File: src/rtl/msg_send_intf_if.sv
// Packet-in / SAP-message-out signal bundle for msg_send_intf.
// The master side is the transmitter; the slave side is the packet source plus send queue.
interface msg_send_intf_if #(
   parameter int unsigned C_NUM_FLITS = 4
);
   logic                       pkt_valid;
   logic                       pkt_accept;
   logic [C_NUM_FLITS*128-1:0] pkt_data;
   logic [15:0]                pkt_target;
   logic [9:0]                 pkt_id;
   logic [7:0]                 req_type;
   logic [9:0]                 req_length;
   logic [15:0]                req_target;
   logic [9:0]                 req_id;
   logic [6:0]                 req_error;
   logic                       req_valid;
   logic                       req_complete;
   logic [127:0]               req_data;
   logic                       req_data_valid;
   logic                       req_data_ready;

   modport master (
      input  pkt_valid, pkt_data, pkt_target, pkt_id, req_complete, req_data_ready,
      output pkt_accept, req_type, req_length, req_target, req_id, req_error, req_valid,
             req_data, req_data_valid
   );

   modport slave (
      output pkt_valid, pkt_data, pkt_target, pkt_id, req_complete, req_data_ready,
      input  pkt_accept, req_type, req_length, req_target, req_id, req_error, req_valid,
             req_data, req_data_valid
   );
endinterface

File: src/rtl/msg_send_intf.sv
// Latches one wide packet and serialises it as a single SAP message (header + 128b flits),
// then waits for the send queue's completion with a timeout.
module msg_send_intf #(
   parameter int unsigned C_NUM_FLITS      = 4,
   parameter logic [7:0]  C_MSG_TYPE       = 8'h03,
   parameter int unsigned C_TIMEOUT_CYCLES = 1024
) (
   input  logic            clk,
   input  logic            rst,
   msg_send_intf_if.master bus,
   output logic            busy,
   output logic            err_timeout
);

   localparam int unsigned CntW = (C_NUM_FLITS > 1) ? $clog2(C_NUM_FLITS) : 1;
   localparam int unsigned TmrW = $clog2(C_TIMEOUT_CYCLES);
   localparam int unsigned BufW = C_NUM_FLITS * 128;
   localparam logic [CntW-1:0] LastFlit = CntW'(C_NUM_FLITS - 1);
   localparam logic [TmrW-1:0] LastTick = TmrW'(C_TIMEOUT_CYCLES - 1);

   typedef enum logic [1:0] {StIdle, StData, StWait} state_e;

   state_e          state_q;
   logic [CntW-1:0] cnt_q;
   logic [TmrW-1:0] timer_q;
   logic [BufW-1:0] flit_buf_q;
   logic [127:0]    req_data_q;
   logic [15:0]     req_target_q;
   logic [9:0]      req_id_q;
   logic [7:0]      req_type_q;
   logic [9:0]      req_length_q;
   logic            req_valid_q;
   logic            req_data_valid_q;
   logic            busy_q;
   logic            err_timeout_q;

   // Buffer keeps the not-yet-presented flits in its low bits; the next flit is always at [127:0].
   logic [BufW-1:0] buf_shift;
   assign buf_shift = flit_buf_q >> 128;

   always_ff @(posedge clk) begin
      if (rst) begin
         state_q          <= StIdle;
         cnt_q            <= '0;
         timer_q          <= '0;
         flit_buf_q       <= '0;
         req_data_q       <= '0;
         req_target_q     <= '0;
         req_id_q         <= '0;
         req_type_q       <= '0;
         req_length_q     <= '0;
         req_valid_q      <= 1'b0;
         req_data_valid_q <= 1'b0;
         busy_q           <= 1'b0;
         err_timeout_q    <= 1'b0;
      end else begin
         err_timeout_q <= 1'b0;
         unique case (state_q)
            StIdle: begin
               if (bus.pkt_valid) begin
                  flit_buf_q       <= bus.pkt_data;
                  req_data_q       <= bus.pkt_data[127:0];
                  req_target_q     <= bus.pkt_target;
                  req_id_q         <= bus.pkt_id;
                  req_type_q       <= C_MSG_TYPE;
                  req_length_q     <= 10'(C_NUM_FLITS * 16);
                  req_valid_q      <= 1'b1;
                  req_data_valid_q <= 1'b1;
                  busy_q           <= 1'b1;
                  cnt_q            <= '0;
                  timer_q          <= '0;
                  state_q          <= StData;
               end
            end
            StData: begin
               if (bus.req_data_ready) begin
                  if (cnt_q == LastFlit) begin
                     req_data_valid_q <= 1'b0;
                     cnt_q            <= '0;
                     state_q          <= StWait;
                  end else begin
                     cnt_q      <= cnt_q + CntW'(1);
                     flit_buf_q <= buf_shift;
                     req_data_q <= buf_shift[127:0];
                  end
               end
            end
            StWait: begin
               // Completion takes priority over a coincident timeout.
               if (bus.req_complete) begin
                  req_valid_q <= 1'b0;
                  busy_q      <= 1'b0;
                  timer_q     <= '0;
                  state_q     <= StIdle;
               end else if (timer_q == LastTick) begin
                  err_timeout_q <= 1'b1;
                  req_valid_q   <= 1'b0;
                  busy_q        <= 1'b0;
                  timer_q       <= '0;
                  state_q       <= StIdle;
               end else begin
                  timer_q <= timer_q + TmrW'(1);
               end
            end
            default: state_q <= StIdle;
         endcase
      end
   end

   assign bus.pkt_accept     = (state_q == StIdle) && !rst;
   assign bus.req_type       = req_type_q;
   assign bus.req_length     = req_length_q;
   assign bus.req_target     = req_target_q;
   assign bus.req_id         = req_id_q;
   assign bus.req_error      = 7'd0;
   assign bus.req_valid      = req_valid_q;
   assign bus.req_data       = req_data_q;
   assign bus.req_data_valid = req_data_valid_q;
   assign busy               = busy_q;
   assign err_timeout        = err_timeout_q;

endmodule

File: src/flat_wrapper.sv
// flat-port wrapper written by rule: the top's interface ports become plain ports
module msg_send_intf_flat 
#(
   parameter int unsigned C_NUM_FLITS      = 4,
   parameter logic [7:0]  C_MSG_TYPE       = 8'h03,
   parameter int unsigned C_TIMEOUT_CYCLES = 1024
)
  (clk, rst, busy, err_timeout, bus_pkt_valid, bus_pkt_data, bus_pkt_target, bus_pkt_id, bus_req_complete, bus_req_data_ready, bus_pkt_accept, bus_req_type, bus_req_length, bus_req_target, bus_req_id, bus_req_error, bus_req_valid, bus_req_data, bus_req_data_valid);
  msg_send_intf_if #(.C_NUM_FLITS(C_NUM_FLITS)) bus_i ();
  input  logic clk;
  input  logic rst;
  output logic busy;
  output logic err_timeout;
  input wire logic [$bits(bus_i.pkt_valid)-1:0] bus_pkt_valid;
  input wire logic [$bits(bus_i.pkt_data)-1:0] bus_pkt_data;
  input wire logic [$bits(bus_i.pkt_target)-1:0] bus_pkt_target;
  input wire logic [$bits(bus_i.pkt_id)-1:0] bus_pkt_id;
  input wire logic [$bits(bus_i.req_complete)-1:0] bus_req_complete;
  input wire logic [$bits(bus_i.req_data_ready)-1:0] bus_req_data_ready;
  output wire logic [$bits(bus_i.pkt_accept)-1:0] bus_pkt_accept;
  output wire logic [$bits(bus_i.req_type)-1:0] bus_req_type;
  output wire logic [$bits(bus_i.req_length)-1:0] bus_req_length;
  output wire logic [$bits(bus_i.req_target)-1:0] bus_req_target;
  output wire logic [$bits(bus_i.req_id)-1:0] bus_req_id;
  output wire logic [$bits(bus_i.req_error)-1:0] bus_req_error;
  output wire logic [$bits(bus_i.req_valid)-1:0] bus_req_valid;
  output wire logic [$bits(bus_i.req_data)-1:0] bus_req_data;
  output wire logic [$bits(bus_i.req_data_valid)-1:0] bus_req_data_valid;
  assign bus_i.pkt_valid = bus_pkt_valid;
  assign bus_i.pkt_data = bus_pkt_data;
  assign bus_i.pkt_target = bus_pkt_target;
  assign bus_i.pkt_id = bus_pkt_id;
  assign bus_i.req_complete = bus_req_complete;
  assign bus_i.req_data_ready = bus_req_data_ready;
  assign bus_pkt_accept = bus_i.pkt_accept;
  assign bus_req_type = bus_i.req_type;
  assign bus_req_length = bus_i.req_length;
  assign bus_req_target = bus_i.req_target;
  assign bus_req_id = bus_i.req_id;
  assign bus_req_error = bus_i.req_error;
  assign bus_req_valid = bus_i.req_valid;
  assign bus_req_data = bus_i.req_data;
  assign bus_req_data_valid = bus_i.req_data_valid;
  msg_send_intf #(.C_NUM_FLITS(C_NUM_FLITS), .C_MSG_TYPE(C_MSG_TYPE), .C_TIMEOUT_CYCLES(C_TIMEOUT_CYCLES)) u_core (.clk(clk), .rst(rst), .bus(bus_i), .busy(busy), .err_timeout(err_timeout));
endmodule
File: config.mk
export PLATFORM = sky130hd
export DESIGN_NAME = msg_send_intf_flat
export DESIGN_NICKNAME = d
export VERILOG_FILES = /design/src/rtl/msg_send_intf_if.sv /design/src/rtl/msg_send_intf.sv /design/src/flat_wrapper.sv
export SDC_FILE = /design/constraint.sdc
export NUM_CORES = 1
export LEC_CHECK = 0
export CORE_AREA = 2 2 281 283
export CTS_BUF_LIST = sky130_fd_sc_hd__clkbuf_2 sky130_fd_sc_hd__clkbuf_4 sky130_fd_sc_hd__clkbuf_8
export DETAILED_ROUTE_END_ITERATION = 10
export DIE_AREA = 0 0 283 285
export GPL_TIMING_DRIVEN = 0
export SYNTH_ARGS = -nofsm -noshare
export SYNTH_HDL_FRONTEND = slang
export SYNTH_SLANG_ARGS = --single-unit
File: constraint.sdc
create_clock -name clk -period 2.05 [get_ports clk]
set_input_delay 0.3075 -clock clk [delete_from_list [all_inputs] [get_ports clk]]
set_output_delay 0.3075 -clock clk [all_outputs]
set_load 0.02 [all_outputs]
==> summary.md <==
| Metric | Value |
|---|---|
| Ys Warns | 0 |
| Post-synthesis sequential area ratio | 48.2% |
| First-pass GRT wire length | 145,000 µm |
| Unrepaired setup endpoints after global routing | yes |
| Drt via density | 4.87 |
| H-tree Lvls | 3 |
| Residual DRC | 0 |
| Total of max-cap violations | 0 |
| Port bufs | 703 |
| Reg-to-Reg Start | u_core.cnt_q[0]$_SDFFE_PP0P_ |
| Critical Path Source Type | flip-flop |
| FP Rows | 103 |
| Worst slew pin tran | 1410 ps |
| Routed WL | 104,000 µm |
| Crit path capture type | flip-flop |
| Antenna violations before repair | 39 |
| GRT overflow | 0 |
| HPWL Detailed | 79,000 µm |
| Clk_skew | 42.3 ps |
| Peak VDD IR | 484 µV |
| Post-synth ARST share | 0% |
| Setup Slack @ Placement | -1070 ps |
| Fin worst setup slack | 22.0 ps |
| Die height | 285 µm |
| Fmax | 0.493 GHz |
| Hold path startpoint | bus_pkt_id[3] |
| Synth top area share | 48.2% |
| Critical path class | reg2reg |
| Synth unique cells | 38 |
| Avg Cell Area, Syn | 8.28 µm² |
| Placer congestion estimate | 0.919 |
| Ports | 727 |
| Fin crit period | 2030 ps |
| Synthesis-to-finish area growth | 50.3% |
| Worst-path fanout max | 10 |
| Largest net degree at the start of global routing | 16 |
| Max-slew violations | 0 |
| DRT Pass-1 Iters | 5 |
| LEAKAGE | 14.3 nW |
| Final Cell Area | 34,700 µm² |
| Largest area contributor in the netlist | dfxtp_1 |
| Synth Instances | 2,787 |
| Crit path launch | u_core.cnt_q[0]$_SDFFE_PP0P_ |
| Fin util | 44.5% |
| CTS tree | built |
| Initial Util | 29.6% |
| Busiest grt layer | met2 |
| Most common cell in the netlist | nand2_1 |
| Vias in the first global route | 22,200 |
| Worst-path clk slew | 70 ps |
| Hold Path Class | in2reg |
| Predominant post-synthesis flop cell | dfxtp_1 |
| Status | complete, no violations |
| Core Region | 78,000 µm² |
| Wire per inst | 21.7 µm |
| Clock Latency Late Sink | 700 ps |
| Share of cells above drive strength 1 | 15.2% |
| Total GRT Usage | 24.1% |
| Synth area leaders | dfxtp_1 48%, a311oi_1 15%, nand2_1 13% |
| Met3 global-route usage | 5.48% |
| Fin. Hold Viols | 0 |
| Root Buffer | clkbuf_8 |
| Pwr Density | 856 nW/µm² |
| # fillers | 7,919 |
| Detail Route Antenna Nets | 0 |
| DR vias | 23,300 |
| Die area | 80,700 µm² |
| Top post-synthesis cells by count | 827 x nand2_1, 556 x dfxtp_1, 401 x nor2_1 |
| Post-synth EDFFs | 0 |
| # hold bufs at CTS | 0 |
| Die X | 283 µm |
| Mapped cell area | 23,100 µm² |
| Layout Nets | 4,171 |
| Met1 GRT Util | 30.3% |
| FF+latch count, synth | 556 |
| Total power | 0.0297 W |
| Worst path required time | 2590 ps |
| Detailed router's first-iteration violation count | 1,586 |
| Met2 GRT Util | 39.4% |
| Final setup fails | 0 |
| Placed Area | 31,500 µm² |
| CTS Buf Count | 101 |
| Clock Sinks | 556 |
| CP arrival | 2560 ps |
| Hold slack | 157 ps |
| Clk buf depth | 3 |
| Final Cycle Share | 98.9% |
| Slew HR | 6.05% |
[critical path: stages (launching register included)]
cell and delay, ps:
dfxtp_2 340, ha_4 170, nand3b_1 200, a21oi_4 210
buf_12 160, buf_16 170, buf_12 160, buf_12 170
buf_8 150, a311oi_1 90
[cells in the final DEF (no fill, tap or decap), types with 31 or more instances in the layout]
cell,netlist,final
a311oi_1,385,384
a22o_1,128,128
buf_2,133,63
nand2_1,827,827
diode_2,0,31
dlygate4sd2_1,0,140
a21oi_1,32,32
clkbuf_8,0,123
clkbuf_4,0,89
buf_4,167,183
nor2_1,401,394
dfxtp_1,556,552
clkdlybuf4s50_1,0,556
clkbuf_1,105,57
[through the flow]
step,setup TNS [ps],std cells
global route,-1410,4784
detailed placement,-371530,4562
CTS,-10450,4744
global placement,-473140,4561
floorplan,0,2808
finish,0,4786
[flip-flops by register name, indices dropped and copies added (netlist names)]
| signal | count |
|---|---|
| u_core.state_q | 2 |
| u_core.bus.req_id | 10 |
| u_core.err_timeout | 1 |
| u_core.bus.req_type | 1 |
| u_core.flit_buf_q | 385 |
| u_core.bus.req_data | 127 |
| u_core.bus.req_data_valid | 1 |
| u_core.timer_q | 10 |
| u_core.cnt_q | 2 |
| u_core.bus.req_target | 16 |
| u_core.bus.req_valid | 1 |
[layout make-up]
type / instances / area (µm²) / area share (%)
Clock inverter: 19 / 251 / 0.725
Clock buffer: 163 / 1990 / 5.73
Antenna cell: 31 / 77.6 / 0.224
Multi-Input combinational cell: 1843 / 9750 / 28.1
Buffer: 406 / 2990 / 8.62
Timing Repair Buffer: 716 / 7170 / 20.7
Tap cell: 1050 / 1310 / 3.79
Sequential cell: 556 / 11100 / 32.1
Inverter: 2 / 7.51 / 0.0216
[path summary, 6_finish.rpt]
kind              slack [ps]                                   to  depth (start not counted)
hold / removal           160    u_core.bus.req_id[3]$_SDFFE_PP0P_                          3
hold reg to reg          450    u_core.bus.req_id[2]$_SDFFE_PP0P_                          2
setup reg to reg          20  u_core.flit_buf_q[184]$_SDFFE_PP0P_                          9
setup / recovery          20  u_core.flit_buf_q[184]$_SDFFE_PP0P_                          9
[where the power goes]
part | internal [W] | switching [W] | total (W)
Sequential | 0.0117 | 0.000513 | 0.0122
Clock | 0.00667 | 0.00503 | 0.0117
Combinational | 0.00280 | 0.00298 | 0.00577
[metal layers]
layer	vias to the layer above	routed length [µm]
met1	11000	43900
met2	828	49400
li1	11300	-
met3	189	6900
met5	-	107
met4	16	3520
[logic make-up (layout without fill, tap and decap cells)]
group	count (synthesis)	after routing	share of synthesized area [%]
compound gates	560	560	20.6
xor+xnor	7	7	0.266
flops	556	556	48.2
fa+ha+maj	2	2	0.108
buf+inv	409	1306	10.1
simple gates	1252	1252	20.6
other cells	1	53	0.0162
[what timing repair did]
item / CTS / global route
resized for setup: 245 / 216
hold endpoints to repair: 0 / 0
gates cloned: 0 / 11
endpoints found under the setup margin: 645 / 503
pin swaps: 1 / 68
buffers inserted: 0 / 1
(Power assumes the default switching activity.)
